==> config.mk <==
export PLATFORM = sky130hd
export DESIGN_NAME = syndrome_t3_gf10_seq_flat
export DESIGN_NICKNAME = d
export VERILOG_FILES = /design/src/rtl/syndrome_t3_gf10_seq_if.sv /design/src/rtl/syndrome_t3_gf10_seq.sv /design/src/flat_wrapper.sv
export SDC_FILE = /design/constraint.sdc
export NUM_CORES = 1
export LEC_CHECK = 0
export CAP_MARGIN = 20
export CORE_MARGIN = 2
export CORE_UTILIZATION = 45
export CTS_CLUSTER_DIAMETER = 150
export DETAILED_ROUTE_END_ITERATION = 8
export PLACE_DENSITY = 0.68
export RECOVER_POWER = 25
export SYNTH_ARGS = -nofsm -noshare
export SYNTH_HDL_FRONTEND = slang
export SYNTH_SLANG_ARGS = --single-unit
export TNS_END_PERCENT = 30
==> constraint.sdc <==
create_clock -name clk -period 1.6 [get_ports clk]
set_input_delay 0.32 -clock clk [delete_from_list [all_inputs] [get_ports clk]]
set_output_delay 0.32 -clock clk [all_outputs]
set_load 0.005 [all_outputs]
==> src/rtl/syndrome_t3_gf10_seq_if.sv <==
// ============================================================================
//  syndrome_t3_gf10_seq_if
//  Bit-stream input and syndrome output bundle for the t=3 syndrome generator.
//  Revision: 1.0
// ============================================================================
`default_nettype none

interface syndrome_t3_gf10_seq_if #(
    parameter int GF_LEN = 10
);
    logic              in_valid;
    logic              in_bit;
    logic              in_ctr_flush;
    logic              out_ctr_en;
    logic              out_ctr_done;
    logic [GF_LEN-1:0] out_synd1;
    logic [GF_LEN-1:0] out_synd3;
    logic [GF_LEN-1:0] out_synd5;
    logic              out_zero;

    modport master (
        output in_valid, in_bit, in_ctr_flush,
        input  out_ctr_en, out_ctr_done, out_synd1, out_synd3, out_synd5, out_zero
    );

    modport slave (
        input  in_valid, in_bit, in_ctr_flush,
        output out_ctr_en, out_ctr_done, out_synd1, out_synd3, out_synd5, out_zero
    );
endinterface

`default_nettype wire

==> src/rtl/syndrome_t3_gf10_seq.sv <==
// ============================================================================
//  syndrome_t3_gf10_seq
//  Bit-serial S1/S3/S5 syndrome generator, t=3 BCH over GF(2^10).
//  Revision: 1.0
// ============================================================================
`default_nettype none

module syndrome_t3_gf10_seq #(
    parameter int GF_LEN     = 10,
    parameter int CW_LEN     = 1023,
    parameter int KEY_EQ_BUF = 8
) (
    input  logic                    clk,
    input  logic                    in_ctr_Srst_n,
    syndrome_t3_gf10_seq_if.slave   bus
);
    localparam int BW  = (CW_LEN > 1) ? $clog2(CW_LEN) : 1;
    localparam int CWW = (KEY_EQ_BUF > 1) ? $clog2(KEY_EQ_BUF) : 1;

    localparam logic [BW-1:0]     c_last_bit = BW'(CW_LEN - 1);
    localparam logic [CWW-1:0]    c_last_cw  = CWW'(KEY_EQ_BUF - 1);
    // Low-order terms of x^10 = x^3 + 1 fed back when the top bit shifts out
    localparam logic [GF_LEN-1:0] c_poly_low = GF_LEN'(9);

    generate
        if (GF_LEN != 10) begin : g_bad_gf_len
            $error("syndrome_t3_gf10_seq: GF_LEN must be 10");
        end
        if (CW_LEN < 2 || CW_LEN > 1023) begin : g_bad_cw_len
            $error("syndrome_t3_gf10_seq: CW_LEN must be in 2..1023");
        end
        if (KEY_EQ_BUF < 1) begin : g_bad_key_eq_buf
            $error("syndrome_t3_gf10_seq: KEY_EQ_BUF must be >= 1");
        end
    endgenerate

    typedef enum logic [0:0] {
        IDLE  = 1'b0,
        ACCUM = 1'b1
    } phase_t;

    function automatic logic [GF_LEN-1:0] mul_alpha_n(
        input logic [GF_LEN-1:0] a,
        input int                n
    );
        logic [GF_LEN-1:0] v;
        v = a;
        for (int k = 0; k < n; k++) begin
            v = {v[GF_LEN-2:0], 1'b0} ^ (v[GF_LEN-1] ? c_poly_low : '0);
        end
        return v;
    endfunction

    logic [GF_LEN-1:0] r_acc1, r_acc3, r_acc5;
    logic [BW-1:0]     r_bit_cnt;
    logic [CWW-1:0]    r_cw_cnt;
    logic [GF_LEN-1:0] r_synd1, r_synd3, r_synd5;
    logic              r_zero, r_en, r_done;

    logic [GF_LEN-1:0] w_acc1_nxt, w_acc3_nxt, w_acc5_nxt;
    logic [BW-1:0]     w_bit_cnt_nxt;
    logic [CWW-1:0]    w_cw_cnt_nxt;
    logic [GF_LEN-1:0] w_synd1_nxt, w_synd3_nxt, w_synd5_nxt;
    logic              w_zero_nxt, w_en_nxt, w_done_nxt;

    logic [GF_LEN-1:0] w_in_ext;
    logic [GF_LEN-1:0] w_h1, w_h3, w_h5;
    phase_t            w_phase;
    logic              w_last;

    assign w_in_ext = GF_LEN'(bus.in_bit);
    assign w_h1     = mul_alpha_n(r_acc1, 1) ^ w_in_ext;
    assign w_h3     = mul_alpha_n(r_acc3, 3) ^ w_in_ext;
    assign w_h5     = mul_alpha_n(r_acc5, 5) ^ w_in_ext;
    assign w_phase  = (r_bit_cnt == '0) ? IDLE : ACCUM;
    assign w_last   = (r_bit_cnt == c_last_bit);

    always_comb begin
        w_acc1_nxt    = r_acc1;
        w_acc3_nxt    = r_acc3;
        w_acc5_nxt    = r_acc5;
        w_bit_cnt_nxt = r_bit_cnt;
        w_cw_cnt_nxt  = r_cw_cnt;
        w_synd1_nxt   = r_synd1;
        w_synd3_nxt   = r_synd3;
        w_synd5_nxt   = r_synd5;
        w_zero_nxt    = r_zero;
        w_en_nxt      = 1'b0;
        w_done_nxt    = 1'b0;

        // Flush beats a coincident valid bit, including the final one
        if (bus.in_ctr_flush) begin
            w_bit_cnt_nxt = '0;
        end else if (bus.in_valid) begin
            if (w_phase == IDLE) begin
                w_acc1_nxt    = w_in_ext;
                w_acc3_nxt    = w_in_ext;
                w_acc5_nxt    = w_in_ext;
                w_bit_cnt_nxt = BW'(1);
            end else begin
                w_acc1_nxt = w_h1;
                w_acc3_nxt = w_h3;
                w_acc5_nxt = w_h5;
                if (w_last) begin
                    w_synd1_nxt   = w_h1;
                    w_synd3_nxt   = w_h3;
                    w_synd5_nxt   = w_h5;
                    w_zero_nxt    = (w_h1 == '0) && (w_h3 == '0) && (w_h5 == '0);
                    w_en_nxt      = 1'b1;
                    w_done_nxt    = (r_cw_cnt == c_last_cw);
                    w_cw_cnt_nxt  = (r_cw_cnt == c_last_cw) ? '0 : r_cw_cnt + CWW'(1);
                    w_bit_cnt_nxt = '0;
                end else begin
                    w_bit_cnt_nxt = r_bit_cnt + BW'(1);
                end
            end
        end
    end

    always_ff @(posedge clk) begin
        if (!in_ctr_Srst_n) begin
            r_acc1    <= '0;
            r_acc3    <= '0;
            r_acc5    <= '0;
            r_bit_cnt <= '0;
            r_cw_cnt  <= '0;
            r_synd1   <= '0;
            r_synd3   <= '0;
            r_synd5   <= '0;
            r_zero    <= 1'b0;
            r_en      <= 1'b0;
            r_done    <= 1'b0;
        end else begin
            r_acc1    <= w_acc1_nxt;
            r_acc3    <= w_acc3_nxt;
            r_acc5    <= w_acc5_nxt;
            r_bit_cnt <= w_bit_cnt_nxt;
            r_cw_cnt  <= w_cw_cnt_nxt;
            r_synd1   <= w_synd1_nxt;
            r_synd3   <= w_synd3_nxt;
            r_synd5   <= w_synd5_nxt;
            r_zero    <= w_zero_nxt;
            r_en      <= w_en_nxt;
            r_done    <= w_done_nxt;
        end
    end

    assign bus.out_ctr_en   = r_en;
    assign bus.out_ctr_done = r_done;
    assign bus.out_synd1    = r_synd1;
    assign bus.out_synd3    = r_synd3;
    assign bus.out_synd5    = r_synd5;
    assign bus.out_zero     = r_zero;

endmodule

`default_nettype wire

==> src/flat_wrapper.sv <==
// flat-port wrapper written by rule: the top's interface ports become plain ports
module syndrome_t3_gf10_seq_flat 
#(
    parameter int GF_LEN     = 10,
    parameter int CW_LEN     = 1023,
    parameter int KEY_EQ_BUF = 8
)
  (clk, in_ctr_Srst_n, bus_in_valid, bus_in_bit, bus_in_ctr_flush, bus_out_ctr_en, bus_out_ctr_done, bus_out_synd1, bus_out_synd3, bus_out_synd5, bus_out_zero);
  syndrome_t3_gf10_seq_if #(.GF_LEN(GF_LEN)) bus_i ();
  input  logic clk;
  input  logic in_ctr_Srst_n;
  input wire logic [$bits(bus_i.in_valid)-1:0] bus_in_valid;
  input wire logic [$bits(bus_i.in_bit)-1:0] bus_in_bit;
  input wire logic [$bits(bus_i.in_ctr_flush)-1:0] bus_in_ctr_flush;
  output wire logic [$bits(bus_i.out_ctr_en)-1:0] bus_out_ctr_en;
  output wire logic [$bits(bus_i.out_ctr_done)-1:0] bus_out_ctr_done;
  output wire logic [$bits(bus_i.out_synd1)-1:0] bus_out_synd1;
  output wire logic [$bits(bus_i.out_synd3)-1:0] bus_out_synd3;
  output wire logic [$bits(bus_i.out_synd5)-1:0] bus_out_synd5;
  output wire logic [$bits(bus_i.out_zero)-1:0] bus_out_zero;
  assign bus_i.in_valid = bus_in_valid;
  assign bus_i.in_bit = bus_in_bit;
  assign bus_i.in_ctr_flush = bus_in_ctr_flush;
  assign bus_out_ctr_en = bus_i.out_ctr_en;
  assign bus_out_ctr_done = bus_i.out_ctr_done;
  assign bus_out_synd1 = bus_i.out_synd1;
  assign bus_out_synd3 = bus_i.out_synd3;
  assign bus_out_synd5 = bus_i.out_synd5;
  assign bus_out_zero = bus_i.out_zero;
  syndrome_t3_gf10_seq #(.GF_LEN(GF_LEN), .CW_LEN(CW_LEN), .KEY_EQ_BUF(KEY_EQ_BUF)) u_core (.clk(clk), .in_ctr_Srst_n(in_ctr_Srst_n), .bus(bus_i));
endmodule
==> flow_summary.json, run 1 <==
{
  "worstSkewPairLatency_ps": 350,
  "reg2reg_depth": 7,
  "vias": 2751,
  "rsz0062_at_grt": "yes",
  "fmax_mhz": 612,
  "dieArea_um2": 7980,
  "yosys_warnings": 0,
  "layout_setup_ws_ps": -33.0,
  "cap_violations": 0,
  "cp_cell_sequence": "clkdlybuf4s50_1 > nor2b_1 > and4_4 > clkbuf_16 > nand3_1 > o21ai_0",
  "ys_types": 40,
  "pre_cts_slack_ps": -223,
  "outcome": "finished with violations",
  "synth_nets": 368,
  "period_minus_slack_ps": 1630,
  "cts.sinks": 76,
  "crit_arrival_ps": 1900,
  "ys.flop_type": "dfxtp_1",
  "diodes": 0,
  "numCtsBuffers": 9,
  "cts_tree": "done",
  "synthesis.area_um2": 3280,
  "hold_slack_ps": 451,
  "clockBufferDepth": 2,
  "final-hold-violation-count": 0,
  "yosysMostFrequentCell": "dfxtp_1",
  "synthCells": 358,
  "dp.cells": 498,
  "ios": 38,
  "initial_core_util_pct": 45.9,
  "cp-start-kind": "input pin",
  "die_w_um": 89.4,
  "crit_path_end_kind": "flip-flop",
  "slowest_stage": "clkdlybuf4s50_1",
  "vias_per_cell": 5.30,
  "leakage_nw": 1.64,
  "slew_viol_final": 0,
  "p_total_mw": 3.33,
  "min_path_cells": 2,
  "antenna_found_initial": 0,
  "track_usage_pct": 18.5,
  "async_reset_ff_share_pct": 0,
  "numPortBuffers": 37,
  "final_core_util_pct": 59.3,
  "ant_nets": 0,
  "synthTopCellsByCount": "dfxtp_1 (76), nand3_1 (40), nand2_1 (39), nor2b_1 (29), a22oi_1 (27)",
  "worstPathRequired_ps": 1860,
  "route.detailed.wl_per_inst_um": 14.5,
  "slew_headroom_pct": 71.0,
  "final_cells": 519,
  "die_h_um": 89.4,
  "finalCritPeriodShare_pct": 102,
  "yosysTopAreaCellShare_pct": 46.4,
  "ys_seq_elements": 76,
  "drive_gt1_share_pct": 18.1,
  "power.density_nw_per_um2": 786,
  "setup_violations": 3,
  "drt-initial-drc-count": 141,
  "grt_pass1_vias": 2393,
  "hold_class": "reg2reg",
  "placed_area_um2": 3880,
  "crit_type": "in2reg",
  "synth_edf_count": 0,
  "grt_max_degree": 51,
  "areaGrowthSynthToFinish_pct": 29.2,
  "worst_pin_slew_ps": 435,
  "grt.overflow.total": 0,
  "path_clk_slew_ps": 70,
  "rows": 31,
  "vdd_drop_max_uv": 361,
  "path_max_fanout": 11,
  "drc_errors": 0,
  "ys_seq_area_share_pct": 46.4,
  "drt-pass1-iter-count": 5,
  "hpwl_mm": 4.79,
  "cts_root_buffer": "clkbuf_8",
  "gp_congestion": 0.838,
  "synth_top_area_cell": "dfxtp_1",
  "drt-total-wl_mm": 7.52,
  "tns_ps": -55.1,
  "final_area_um2": 4230,
  "nNetsFinal": 425,
  "violations": "setup timing",
  "core_um2": 7140,
  "htreeDepth": 3,
  "grt_pass1_wl_mm": 11.4,
  "syn_area_per_cell_um2": 9.16,
  "max_stage_delay_ps": 470,
  "netlist_top_cells_area": "dfxtp_1 (46%), a22oi_1 (6.2%), nand3_1 (6.1%)",
  "fin_skew_ps": 6.40
}
## power breakdown
part	internal (mW)	total, mW	switching, mW	leakage (nW)
clock network	0.559	1.27	0.710	0.0783
registers	1.89	1.90	0.00380	0.615
logic	0.0645	0.163	0.0985	0.946
total	2.52	3.33	0.812	1.64
## timing repair
| action | CTS | global route |
|---|---|---|
| hold buffers | 0 | 0 |
| hold endpoints to repair | 0 | 0 |
| setup endpoints to repair | 1 | 64 |
| gates cloned | 0 | 5 |
| gates resized for setup | 1 | 23 |
| setup buffers | 0 | 0 |
| pin swaps | 0 | 1 |
## state kept, by name, indices dropped and copies added, names as in the netlist, 3 cells and up
register / flops
u_core.r_cw_cnt: 3
u_core.bus.out_synd5: 10
u_core.r_bit_cnt: 10
u_core.bus.out_synd1: 10
u_core.r_acc5: 10
u_core.bus.out_synd3: 10
u_core.r_acc3: 10
u_core.r_acc1: 10
## area by class of cell
class / count / area, µm²
Timing Repair Buffer: 74 / 751
Inverter: 8 / 30.0
Sequential cell: 76 / 1530
Tap cell: 99 / 124
Fill cell: 644 / 2900
Clock inverter: 6 / 41.3
Multi-Input combinational cell: 246 / 1630
Clock buffer: 10 / 128
## cell families (layout without fill, tap and decap cells)
group                    Yosys count  after routing  share of synthesized area, %
AND/OR/NAND/NOR                  151            152                          25.4
flip-flops                        76             76                          46.4
AO/OA/AOI/OAI                     67             67                          14.6
buffers and inverters             37             98                          5.69
XOR/XNOR                          20             20                          5.34
adder cells (fa/ha/maj)            5              5                          1.91
multiplexers                       2              2                         0.611
## layer usage
layer | GRT usage [%] | vias to the layer above | share of wire [%]
li1 | - | 1379 | -
met1 | 25.1 | 1296 | 46
met2 | 28.4 | 62 | 47
met3 | 3.69 | 14 | 4.4
met4 | 8.28 | 0 | 1.8
met5 | 0 | - | 0
## layout by cell type, fill, tap and decap left out, types with 3 or more instances in the layout
cell | Yosys | final
clkbuf_8 | 0 | 9
and4_4 | 2 | 3
xnor2_1 | 8 | 8
clkinvlp_4 | 0 | 3
o211a_1 | 6 | 6
nor2_1 | 4 | 4
a22oi_1 | 27 | 26
nand2_1 | 39 | 39
o21ai_1 | 5 | 10
clkdlybuf4s50_1 | 0 | 36
buf_12 | 0 | 3
dfxtp_2 | 0 | 3
dfxtp_1 | 76 | 72
clkbuf_16 | 0 | 4
nand3_2 | 1 | 3
xor2_1 | 12 | 12
nor3_1 | 10 | 10
and3_1 | 4 | 4
nor2b_1 | 29 | 28
ha_1 | 5 | 4
nand3_1 | 40 | 38
inv_1 | 8 | 7
buf_4 | 2 | 30
nand4_1 | 5 | 5
o21ai_0 | 22 | 17
## final timing paths
kind                                         from  slack [ps]                                   end
min          u_core.bus.out_synd1[2]$_SDFFE_PN0P_         450  u_core.bus.out_synd1[2]$_SDFFE_PN0P_
min reg2reg  u_core.bus.out_synd1[2]$_SDFFE_PN0P_         450  u_core.bus.out_synd1[2]$_SDFFE_PN0P_
max reg2reg      u_core.r_bit_cnt[0]$_SDFFE_PP0P_         -30  u_core.bus.out_synd5[2]$_SDFFE_PN0P_
max                                  bus_in_valid         -30  u_core.bus.out_synd5[2]$_SDFFE_PN0P_
## critical path, delay by kind of cell
kind / cells / cell delay [ps]
and+or+nand+nor: 3 / 790
AOI/OAI and AO/OA: 1 / 110
buffers and inverters: 2 / 680
Note: power is estimated with default switching activity, not from simulation.
==> inputs of run 2 (changes only) <==
--- a/config.mk
+++ b/config.mk
@@ -10,6 +10,7 @@
 export CORE_UTILIZATION = 45
 export CTS_CLUSTER_DIAMETER = 150
 export DETAILED_ROUTE_END_ITERATION = 8
+export HOLD_SLACK_MARGIN = 0.05
 export PLACE_DENSITY = 0.68
 export RECOVER_POWER = 25
 export SYNTH_ARGS = -nofsm -noshare
==> constraint.sdc (replaced) <==
create_clock -name clk -period 1.6 [get_ports clk]
set_input_delay 0.32 -clock clk [delete_from_list [all_inputs] [get_ports clk]]
set_output_delay 0.32 -clock clk [all_outputs]
set_load 0.01 [all_outputs]
==> run 2 against run 1 <==
Flip-flop and latch count unchanged. Total power increased by 0.23%. Clock power about the same. Sequential power about the same. Core utilization decreased by 0.18 points. Clock skew about the same. Largest cell class unchanged. The run still ends with setup timing left. Global-route usage unchanged. Cell area decreased by 0.30%. Fmax increased by 0.74%. Count of clock-buffer cells in the layout unchanged. Combinational power about the same. Final cell count unchanged.
==> flow_summary.json, run 2 (synthesis results as in run 1) <==
{
  "areaGrowthSynthToFinish_pct": 28.8,
  "cts.sinks": 76,
  "ant_nets": 0,
  "gp_congestion": 0.838,
  "period_minus_slack_ps": 1620,
  "slew_viol_final": 0,
  "dieArea_um2": 7980,
  "drt-pass1-iter-count": 5,
  "slew_headroom_pct": 71.1,
  "p_seq_share_pct": 56.9,
  "tns_ps": -39.5,
  "fmax_mhz": 617,
  "core_um2": 7140,
  "cts_tree": "done",
  "postCtsHoldBufs": 0,
  "grt.overflow.total": 0,
  "cp-start-kind": "flip-flop",
  "vdd_drop_max_uv": 365,
  "track_usage_pct": 18.5,
  "power.density_nw_per_um2": 791,
  "rows": 31,
  "layout_setup_ws_ps": -21.0,
  "final_core_util_pct": 59.2,
  "power.internal_mw": 2.52,
  "vias": 2758,
  "clockPowerShare_pct": 38.3,
  "vias_per_cell": 5.31,
  "path_max_fanout": 5,
  "regToRegSetupSlack_ps": -20,
  "leakage_nw": 1.63,
  "crit_path_end_kind": "flip-flop",
  "violations": "setup timing",
  "numPortBuffers": 37,
  "route.detailed.wl_per_inst_um": 14.6,
  "setup_violations": 3,
  "initial_core_util_pct": 45.9,
  "finalCritPeriodShare_pct": 101,
  "drive_gt1_share_pct": 18.1,
  "final-hold-violation-count": 0,
  "p_switching_mw": 0.820,
  "drc_errors": 0,
  "outcome": "finished with violations",
  "hold_slack_ps": 451,
  "worstSkewPairLatency_ps": 350,
  "layout_common_cells": "dfxtp_1 (72), nand2_1 (39), nand3_1 (38)",
  "swShare_pct": 24.6,
  "clockBufferDepth": 2,
  "final_common_cell": "dfxtp_1",
  "crit_type": "reg2reg",
  "combPwrFrac_pct": 4.9,
  "crit_arrival_ps": 1900,
  "path_clk_slew_ps": 80,
  "drt-initial-drc-count": 136,
  "rsz0062_at_grt": "yes",
  "fin_skew_ps": 6.37,
  "die_w_um": 89.4,
  "antenna_found_initial": 0,
  "diodes": 0,
  "worst_pin_slew_ps": 433,
  "nNetsFinal": 425,
  "numCtsBuffers": 9,
  "hold_class": "reg2reg",
  "grt_pass1_wl_mm": 11.4,
  "grt_max_degree": 51,
  "cts_root_buffer": "clkbuf_8",
  "cap_violations": 0,
  "drt-total-wl_mm": 7.58,
  "grt_pass1_vias": 2393,
  "hpwl_mm": 4.79,
  "die_h_um": 89.4,
  "worstPathRequired_ps": 1880,
  "htreeDepth": 3,
  "ios": 38
}
==> run 2: cell types whose count changed in the layout (fill, tap and decap cells not counted), sizes merged <==
cell,delta
clkbuf,+2
clkdlybuf4s25,+2
clkdlybuf4s50,-4
==> run 2: area by class of cell <==
class | count | area, µm²
fill | 646 | 2920
multi-input combinational | 246 | 1630
sequential | 76 | 1530
timing repair buffer | 74 | 738
clock buffer | 10 | 128
tap | 99 | 124
clock inverter | 6 | 41.3
inverter | 8 | 30.0
==> run 2: path summary, 6_finish.rpt <==
kind | end | from | depth (start not counted)
worst max register to register | u_core.bus.out_zero$_SDFFE_PN0P_ | u_core.r_acc3[7]$_SDFFE_PN0N_ | 4
worst min register to register | u_core.bus.out_synd1[3]$_SDFFE_PN0P_ | u_core.bus.out_synd1[3]$_SDFFE_PN0P_ | 2
worst min-delay path | u_core.bus.out_synd1[3]$_SDFFE_PN0P_ | u_core.bus.out_synd1[3]$_SDFFE_PN0P_ | 2
worst max-delay path | u_core.bus.out_zero$_SDFFE_PN0P_ | u_core.r_acc3[7]$_SDFFE_PN0N_ | 4
==> run 2: routing by layer <==
layer	vias up	GRT usage, %	routed length (µm)
met1	1294	25.1	3470
li1	1375	-	-
met3	16	3.69	369
met4	0	8.28	154
met5	-	0	0
met2	73	28.4	3590
==> run 2: critical path: stages, from the launching register on <==
cell     delay [ps]
dfxtp_1         390
xnor2_1         330
nand4_1         190
or4_1           480
mux2i_1         160
==> run 2: what timing repair did <==
item / CTS / global route
pin swaps: 0 / 1
setup buffers: 0 / 0
setup endpoints to repair: 1 / 68
cloned: 0 / 5
resized for setup: 1 / 27
==> run 2: metrics by stage <==
stage	instances	worst slack [ps]	cell area [µm²]	total power [mW]
after floorplan	358	76.5	3280	2.04
after global placement	498	-215	3880	2.10
after global routing	519	-85.2	4220	3.45
final	519	-21.0	4220	3.34
after CTS	514	22.4	4060	3.35
after detailed placement	498	-223	3880	2.10
==> run 2: power groups by stage <==
stage	clock network [mW]	logic (mW)	registers, mW
after CTS	1.29	0.158	1.90
after global routing	1.38	0.175	1.90
after global placement	0	0.155	1.94
final	1.28	0.163	1.90
after detailed placement	0	0.157	1.94
after floorplan	0	0.100	1.94
